`config.mk`:
```
export PLATFORM = sky130hd
export DESIGN_NAME = ps2_mouse_kempston
export DESIGN_NICKNAME = d
export VERILOG_FILES = /design/src/rtl/ps2_mouse_kempston.sv
export SDC_FILE = /design/constraint.sdc
export NUM_CORES = 1
export LEC_CHECK = 0
export ABC_AREA = 1
export CORE_MARGIN = 5
export CORE_UTILIZATION = 55
export CTS_BUF_LIST = sky130_fd_sc_hd__clkbuf_4
export DETAILED_ROUTE_END_ITERATION = 6
export DONT_BUFFER_PORTS = 1
export GPL_TIMING_DRIVEN = 0
export PLACE_DENSITY = 0.79
export SYNTH_ARGS = -nofsm -noshare
export SYNTH_HDL_FRONTEND = slang
export SYNTH_SLANG_ARGS = --single-unit
```
`constraint.sdc`:
```
create_clock -name clk -period 2.09 [get_ports clk]
set_input_delay 0.209 -clock clk [delete_from_list [all_inputs] [get_ports clk]]
set_output_delay 0.209 -clock clk [all_outputs]
set_load 0.01 [all_outputs]
```
`src/rtl/ps2_mouse_kempston.sv`:
```
// rtl/ps2_mouse_kempston.sv - PS/2 3-byte mouse packet parser feeding Kempston mouse registers
module ps2_mouse_kempston #(
  parameter int TIMEOUT_CYCLES = 2800000,
  parameter int SHIFT          = 0
) (
  input  logic       clk,
  input  logic       rst_n,
  input  logic       enable,
  input  logic       mouse_strobe,
  input  logic [7:0] mouse_data,
  output logic [7:0] kmouse_x,
  output logic [7:0] kmouse_y,
  output logic [7:0] kmouse_buttons,
  output logic       packet_valid,
  output logic       sync_error
);

  localparam logic [1:0] WAIT_B0 = 2'd0;
  localparam logic [1:0] WAIT_B1 = 2'd1;
  localparam logic [1:0] WAIT_B2 = 2'd2;

  localparam int CW = (TIMEOUT_CYCLES > 2) ? $clog2(TIMEOUT_CYCLES) : 1;
  localparam logic [CW-1:0] TO_LAST = CW'(TIMEOUT_CYCLES - 1);

  logic [1:0]    r_state;
  logic [CW-1:0] r_cnt;
  logic [2:0]    r_btn;     // b0[2:0]: middle, right, left
  logic          r_sx;      // b0[4]: X sign
  logic          r_sy;      // b0[5]: Y sign
  logic          r_ovx;     // b0[6]: X overflow
  logic          r_ovy;     // b0[7]: Y overflow
  logic [7:0]    r_b1;
  logic [7:0]    r_x;
  logic [7:0]    r_y;
  logic [7:0]    r_buttons;
  logic          r_pv;
  logic          r_se;
  logic [7:0]    w_dx;
  logic [7:0]    w_dy;

  // 9-bit sign/magnitude pair -> clamped to 8-bit signed range, then scaled down
  function automatic logic [7:0] clamp_shift(input logic sgn, input logic [7:0] mag);
    logic signed [7:0] c;
    if (sgn != mag[7]) c = sgn ? 8'sh80 : 8'sh7F;
    else               c = $signed(mag);
    return c >>> SHIFT;
  endfunction

  // Y delta uses the live third byte so the update lands on the b2 strobe edge
  assign w_dx = clamp_shift(r_sx, r_b1);
  assign w_dy = clamp_shift(r_sy, mouse_data);

  // Packet framing, inter-byte timeout and register accumulation
  always_ff @(posedge clk or negedge rst_n) begin
    if (!rst_n) begin
      r_state   <= WAIT_B0;
      r_cnt     <= '0;
      r_btn     <= '0;
      r_sx      <= 1'b0;
      r_sy      <= 1'b0;
      r_ovx     <= 1'b0;
      r_ovy     <= 1'b0;
      r_b1      <= 8'h00;
      r_x       <= 8'h00;
      r_y       <= 8'h00;
      r_buttons <= 8'hFF;
      r_pv      <= 1'b0;
      r_se      <= 1'b0;
    end else begin
      r_pv <= 1'b0;
      r_se <= 1'b0;
      if (!enable) begin
        r_state <= WAIT_B0;
        r_cnt   <= '0;
      end else if (mouse_strobe) begin
        // a strobe always beats a coincident timeout
        r_cnt <= '0;
        case (r_state)
          WAIT_B0: begin
            if (mouse_data[3]) begin
              r_btn   <= mouse_data[2:0];
              r_sx    <= mouse_data[4];
              r_sy    <= mouse_data[5];
              r_ovx   <= mouse_data[6];
              r_ovy   <= mouse_data[7];
              r_state <= WAIT_B1;
            end else begin
              r_se <= 1'b1;
            end
          end
          WAIT_B1: begin
            r_b1    <= mouse_data;
            r_state <= WAIT_B2;
          end
          WAIT_B2: begin
            if (!r_ovx) r_x <= r_x + w_dx;
            if (!r_ovy) r_y <= r_y + w_dy;
            r_buttons <= {5'b11111, ~r_btn[2], ~r_btn[0], ~r_btn[1]};
            r_pv      <= 1'b1;
            r_state   <= WAIT_B0;
          end
          default: r_state <= WAIT_B0;
        endcase
      end else if (r_state != WAIT_B0) begin
        if (r_cnt == TO_LAST) begin
          r_state <= WAIT_B0;
          r_cnt   <= '0;
          r_se    <= 1'b1;
        end else begin
          r_cnt <= r_cnt + 1'b1;
        end
      end
    end
  end

  assign kmouse_x       = r_x;
  assign kmouse_y       = r_y;
  assign kmouse_buttons = r_buttons;
  assign packet_valid   = r_pv;
  assign sync_error     = r_se;

endmodule

```
# [Yosys cells after proc, flatten, opt, wreduce, memory -nomap -nowiden]
# Index checks and enable logic that the tools add are counted.
[op_classes] reduce_logical=8 addsub=3 n_eq_ne=8 n_bitwise=5 n_mux=23
[op_table] cell="22-bit two-way mux" n=4
[op_table] cell="8-bit two-way mux" n=4
[op_table] cell="22-bit by 1-bit adder with 22-bit output (second input constant)" n=1
[op_table] cell="22-bit equality test (second input constant)" n=1
[op_table] cell="8-bit adder" n=2
[op_table] cell="4-bit AND reduction" n=3
[op_table] cell="2-bit two-way mux" n=5
[op_table] cell="1-bit two-way mux" n=9
[op_table] cell="3-bit AND reduction" n=3
[op_table] cell="3-bit by 1-bit != test with 1-bit output (second input constant)" n=2
[op_table] cell="1-bit inverter" n=5
[op_table] cell="4-bit != test (second input constant)" n=1
[op_table] cell="2-bit one-hot mux with 2 select lines" n=1
[op_table] cell="2-bit by 1-bit equality test with 1-bit output (second input constant)" n=1
[op_table] cell="2-bit equality test (second input constant)" n=1
[op_table] cell="2-bit zero test" n=1
[op_table] cell="1-bit != test" n=2
[op_table] cell="2-bit nonzero test" n=1
[totals] elab_cells=60 ff_bits=60

# [Longest topological paths before layout]
[logic_depth] ltp_word=5 depth_mapped=12 mapped_depth_nobuf=12

# [Least setup slack after synthesis]
# No wires, ideal clock.
[synth_path] path_kind="register to register" start="reg r_sy" end="reg r_y[6], in the netlist kmouse_y[6]" t_arrival_ns=1.753 setup_slack_ns=0.220 path_stages_with_launch=12 setup_time_ns=0.117 path_cell_list="dfrtp_1 > inv_1 > nor2_1 > a21oi_1 > ha_1 > fa_1 > nand3_1 > nand2_1 > nand3_1 > nand3b_1 > nand3_1 > nand2_1"
[synth_between] elab_chain_len=3 elab_cells_between_ends=4 classes_between="add/sub (1); eq/ne (1); mux (2)"
[synth_lines] element="start, declared" line_no="29" source="logic r_sy;"
[synth_lines] element="start signal, assigned" line_no="83" source="r_sy <= mouse_data[5];"
[synth_lines] element="8-bit two-way mux / 1-bit != test (equally long branches)" line_no="44" source="if (sgn != mag[7]) c = sgn ? 8'sh80 : 8'sh7F;"
[synth_lines] element="8-bit two-way mux (*)" line_no="44"
[synth_lines] element="8-bit adder (*)" line_no="97" source="if (!r_ovy) r_y <= r_y + w_dy;"
[synth_lines] element="end signal, assigned" line_no="97"
[synth_lines] element="end, declared" line_no="34" source="logic [7:0] r_y;"
# Every way passes the cells marked *; elsewhere a longest branch is shown, timed or not.
# A chain may end at the register's enable or synchronous reset.

# [Worst setup path in the final report]
[layout_path] start="reg r_sx" end="reg r_x[6], in the netlist kmouse_x[6]"
[layout_between] elab_chain_len=3 elab_cells_between_ends=4 classes_between="add/sub (1); eq/ne (1); mux (2)"
[layout_lines] element="start, declared" line_no="28" source="logic r_sx;"
[layout_lines] element="start signal, assigned" line_no="82" source="r_sx <= mouse_data[4];"
[layout_lines] element="8-bit two-way mux / 1-bit != test (equally long branches)" line_no="44"
[layout_lines] element="8-bit two-way mux (*)" line_no="44"
[layout_lines] element="8-bit adder (*)" line_no="96" source="if (!r_ovx) r_x <= r_x + w_dx;"
[layout_lines] element="end signal, assigned" line_no="96"
[layout_lines] element="end, declared" line_no="33" source="logic [7:0] r_x;"
# Marked as above.

==> impl_results.md <==
- Pint: 2.43 mW
- Number of global-route vias before repair: 3060
- Max Clk Rate: 506 MHz
- Combinational group share of total power: 0.324
- Number of fill cells: 583
- Setup_tns: 0 ns
- DR vias: 3170
- I/O pin count: 38
- CP max stage delay: 0.42 ns
- Drt drc: 0
- Global-route total usage across every layer: 0.206
- Storage element area: between 1500 and 2000 um^2
- Initial antenna violation count: 0
- Share of layout cells above drive strength 1: 0.131
- Fraction of registers with async set/reset: 1.00
- Final hold vios: 0
- Final Cycle Share: 0.946
- Worst setup EP type: flop
- Antenna cells: 0
- Die W: 92.3 um
- WP buf/inv: 1
- Met1 usage: 0.277
- Wire per inst: 13.8 um
- Initial DRC count: between 150 and 200
- Num CTS Buffers: 9
- Crit path max-delay cell type: fa_1
- Skew final: 0.00733 ns
- CP Class: flop to flop
- Max-slew violation count: 0
- Crit Path Max Fanout: 7
- Sequential Power Share: 0.442
- PwrDens: 954 nW/um^2
- H-tree depth: 3
- CTS tree: built
- Final net count: 535
- Flops & latches, synth: 60
- Clock root buffer: clkbuf_4
- Layout Cells excl Fill: 591
- Post-Syn Area: 3730 um^2
- CP Cell Sequence: inv_1 > nor2_4 > a21oi_1 > ha_1 > fa_1 > nand3_1 > nand2_1 > nand3_1 > nand3b_1 > nand3_1 > nand2_1
- Die Y: 92.3 um
- Remaining Overflow, GRT: 0
- Routed Antenna Nets: 0
- Worst Hold Class: input pin to flop
- Clock power frac: 0.234
- GR Util met3: 0.0447
- Initial Util: 0.558
- Placer Congestion: ~0.90
- Setup-failing EPs final: 0
- Worst-path clk slew: roughly 0.11 ns
- Final WL: 8.17 mm
- Dpl cells: 568
- Hold_ws: 0.0321 ns
- CP top delay family: simple AND/OR/NAND/NOR gates
- Area grow syn2layout: 10.2%
- CP arrival: around 2.3 ns
- Largest net degree at the start of global routing: 61
- Post-detail-place hpwl: 5.87 mm
- Gr busiest metal: met2
- CORE AREA: 6680 um^2
- P_sw: 1.49 mW
- Static leakage: 2.11 nW
- Via density: 5.36
- Post-synthesis sequential area ratio: 0.404
- Yosys warning count: 0
- Clk_lat worst skew: approximately 0.4 ns
- Max Buffers Root-to-Sink: 2
- Req. time, crit path: 2.40 ns
- GR Layer Usage met2: 0.321
- Crit start category: flop
- Pre-antenna DRT Iters: 5
- Synthesized netlist cell count: 484
- Switching fraction of total power: 0.379
- Unrepaired setup endpoints after global routing: true
- Multi-input gate area: between 1500 and 2000 um^2
- Status: finished, final reports clean
- I/O Buffers: 0
- Design Power: 3.92 mW
- Die ar.: about 8500 um^2
- # Max-Cap Violations: 0
- Min cycle time layout: 1.98 ns
- Top FF cell, synth: dfrtp_1
- Number of synthesized flops with an enable pin: 0
- First-pass GRT wire length: 14.0 mm
- Synth cell types: 42
- Clock Sinks: 60
- Mean post-synth cell area: about 7.7 um^2
- Cell Rows: 30
- CP most frequent cell: nand3_1
- VDD IR max: about 620 uV
## cell usage in the layout (no fill, tap or decap), drive strengths merged
cell type | synthesis | routed
a21boi | 2 | 2
fa | 2 | 2
bufinv | 0 | 2
a21o | 1 | 1
nor2 | 49 | 49
nand4 | 5 | 5
nor3 | 5 | 5
nand3b | 3 | 3
a31oi | 1 | 1
o21ai | 29 | 29
buf | 10 | 11
nand2 | 157 | 157
and3 | 1 | 1
clkinvlp | 0 | 1
o31ai | 1 | 1
clkbuf | 0 | 10
o21bai | 1 | 1
xnor2 | 6 | 6
dlygate4sd3 | 0 | 6
inv | 57 | 57
ha | 15 | 15
a21oi | 27 | 27
clkinv | 1 | 4
xor2 | 6 | 6
dfrtp | 57 | 57
nand3 | 43 | 43
o22ai | 1 | 1
dfstp | 3 | 3
conb | 1 | 5
## worst paths after layout
path	slack, ns	from	cells past startpoint	endpoint
worst max-delay path	0.11	r_sx	11	kmouse_x[6]
worst min-delay path	0.03	mouse_data[4]	2	r_b1[4]
worst max register to register	0.11	r_sx	11	kmouse_x[6]
worst min register to register	0.46	r_btn[0]	1	kmouse_buttons[1]
max in group asynchronous	1.46	rst_n	2	kmouse_buttons[2]
min in group asynchronous	0.33	rst_n	2	kmouse_x[4]
## registers in the layout (all words and copies together) (netlist names)
| signal | flops |
|---|---|
| kmouse_x | 8 |
| r_cnt | 22 |
| r_btn | 3 |
| r_ovx | 1 |
| sync_error | 1 |
| r_ovy | 1 |
| r_state | 2 |
| r_sy | 1 |
| r_sx | 1 |
| kmouse_buttons | 3 |
| kmouse_y | 8 |
| packet_valid | 1 |
| r_b1 | 8 |
## cells by family after synthesis
| kind of cell | synth area share |
|---|---|
| simple gates | 0.332 |
| buf+inv | 0.0829 |
| compound gates | 0.0906 |
| flops | 0.404 |
| fa+ha+maj | 0.0611 |
| xor+xnor | 0.0282 |
| other cells | 0.00101 |
## cell usage after synthesis (all sizes together) (6+ instances only)
| cell type | number | area [um^2] |
|---|---|---|
| nand2 | 157 | 631 |
| dfrtp | 57 | 1430 |
| inv | 57 | 219 |
| nor2 | 49 | 260 |
| nand3 | 43 | 243 |
| o21ai | 29 | 149 |
| a21oi | 27 | 135 |
| ha | 15 | 188 |
| buf | 10 | 81.3 |
| xnor2 | 6 | 52.6 |
| xor2 | 6 | 52.6 |
## routing by layer
metal / up-vias / share of wire
met1: 1477 / 0.46
met3: 12 / 0.054
met2: 92 / 0.47
met5: - / 0
met4: 0 / 0.016
li1: 1589 / -
## worst reg2reg max path, stage by stage, from the launching register on
cell and delay, ns:
dfrtp_1 0.40, inv_1 0.10, nor2_4 0.17, a21oi_1 0.06
ha_1 0.21, fa_1 0.42, nand3_1 0.11, nand2_1 0.10
nand3_1 0.10, nand3b_1 0.08, nand3_1 0.08, nand2_1 0.05
## power groups by stage
stage	combinational, mW	sequential, mW	clock, mW
after global routing	1.49	1.77	0.987
after global placement	1.14	1.74	0
after detailed placement	1.20	1.75	0
final	1.27	1.73	0.918
after CTS	1.25	1.73	0.942
after floorplan	1.01	1.68	0
## area by class of cell
type                    instances  area share
flip-flops and latches         60       0.366
repair buffers                  7      0.0213
clock inverters                 6      0.0192
plain buffers                  10      0.0198
multi-input cells             360       0.475
well taps                      80      0.0244
clock buffers                  10      0.0183
inverters                      58      0.0554
## per-stage QoR
stage,worst slack (ns),instance area [um^2],utilization
floorplan,0.220,3740,-
global placement,0.0482,3840,0.575
detailed placement,-0.00691,3840,0.575
CTS,0.0750,4090,0.612
global route,-0.0263,4110,0.615
finish,0.113,4110,0.615
## timing repair
item	4_1_cts	5_1_grt
buffers inserted	0	0
gates resized for setup	2	7
endpoints found under the setup margin	3	6
hold endpoints to repair	68	0
hold buffers	7	0
pin swaps	0	0
Power figures use the tool's default switching activity.
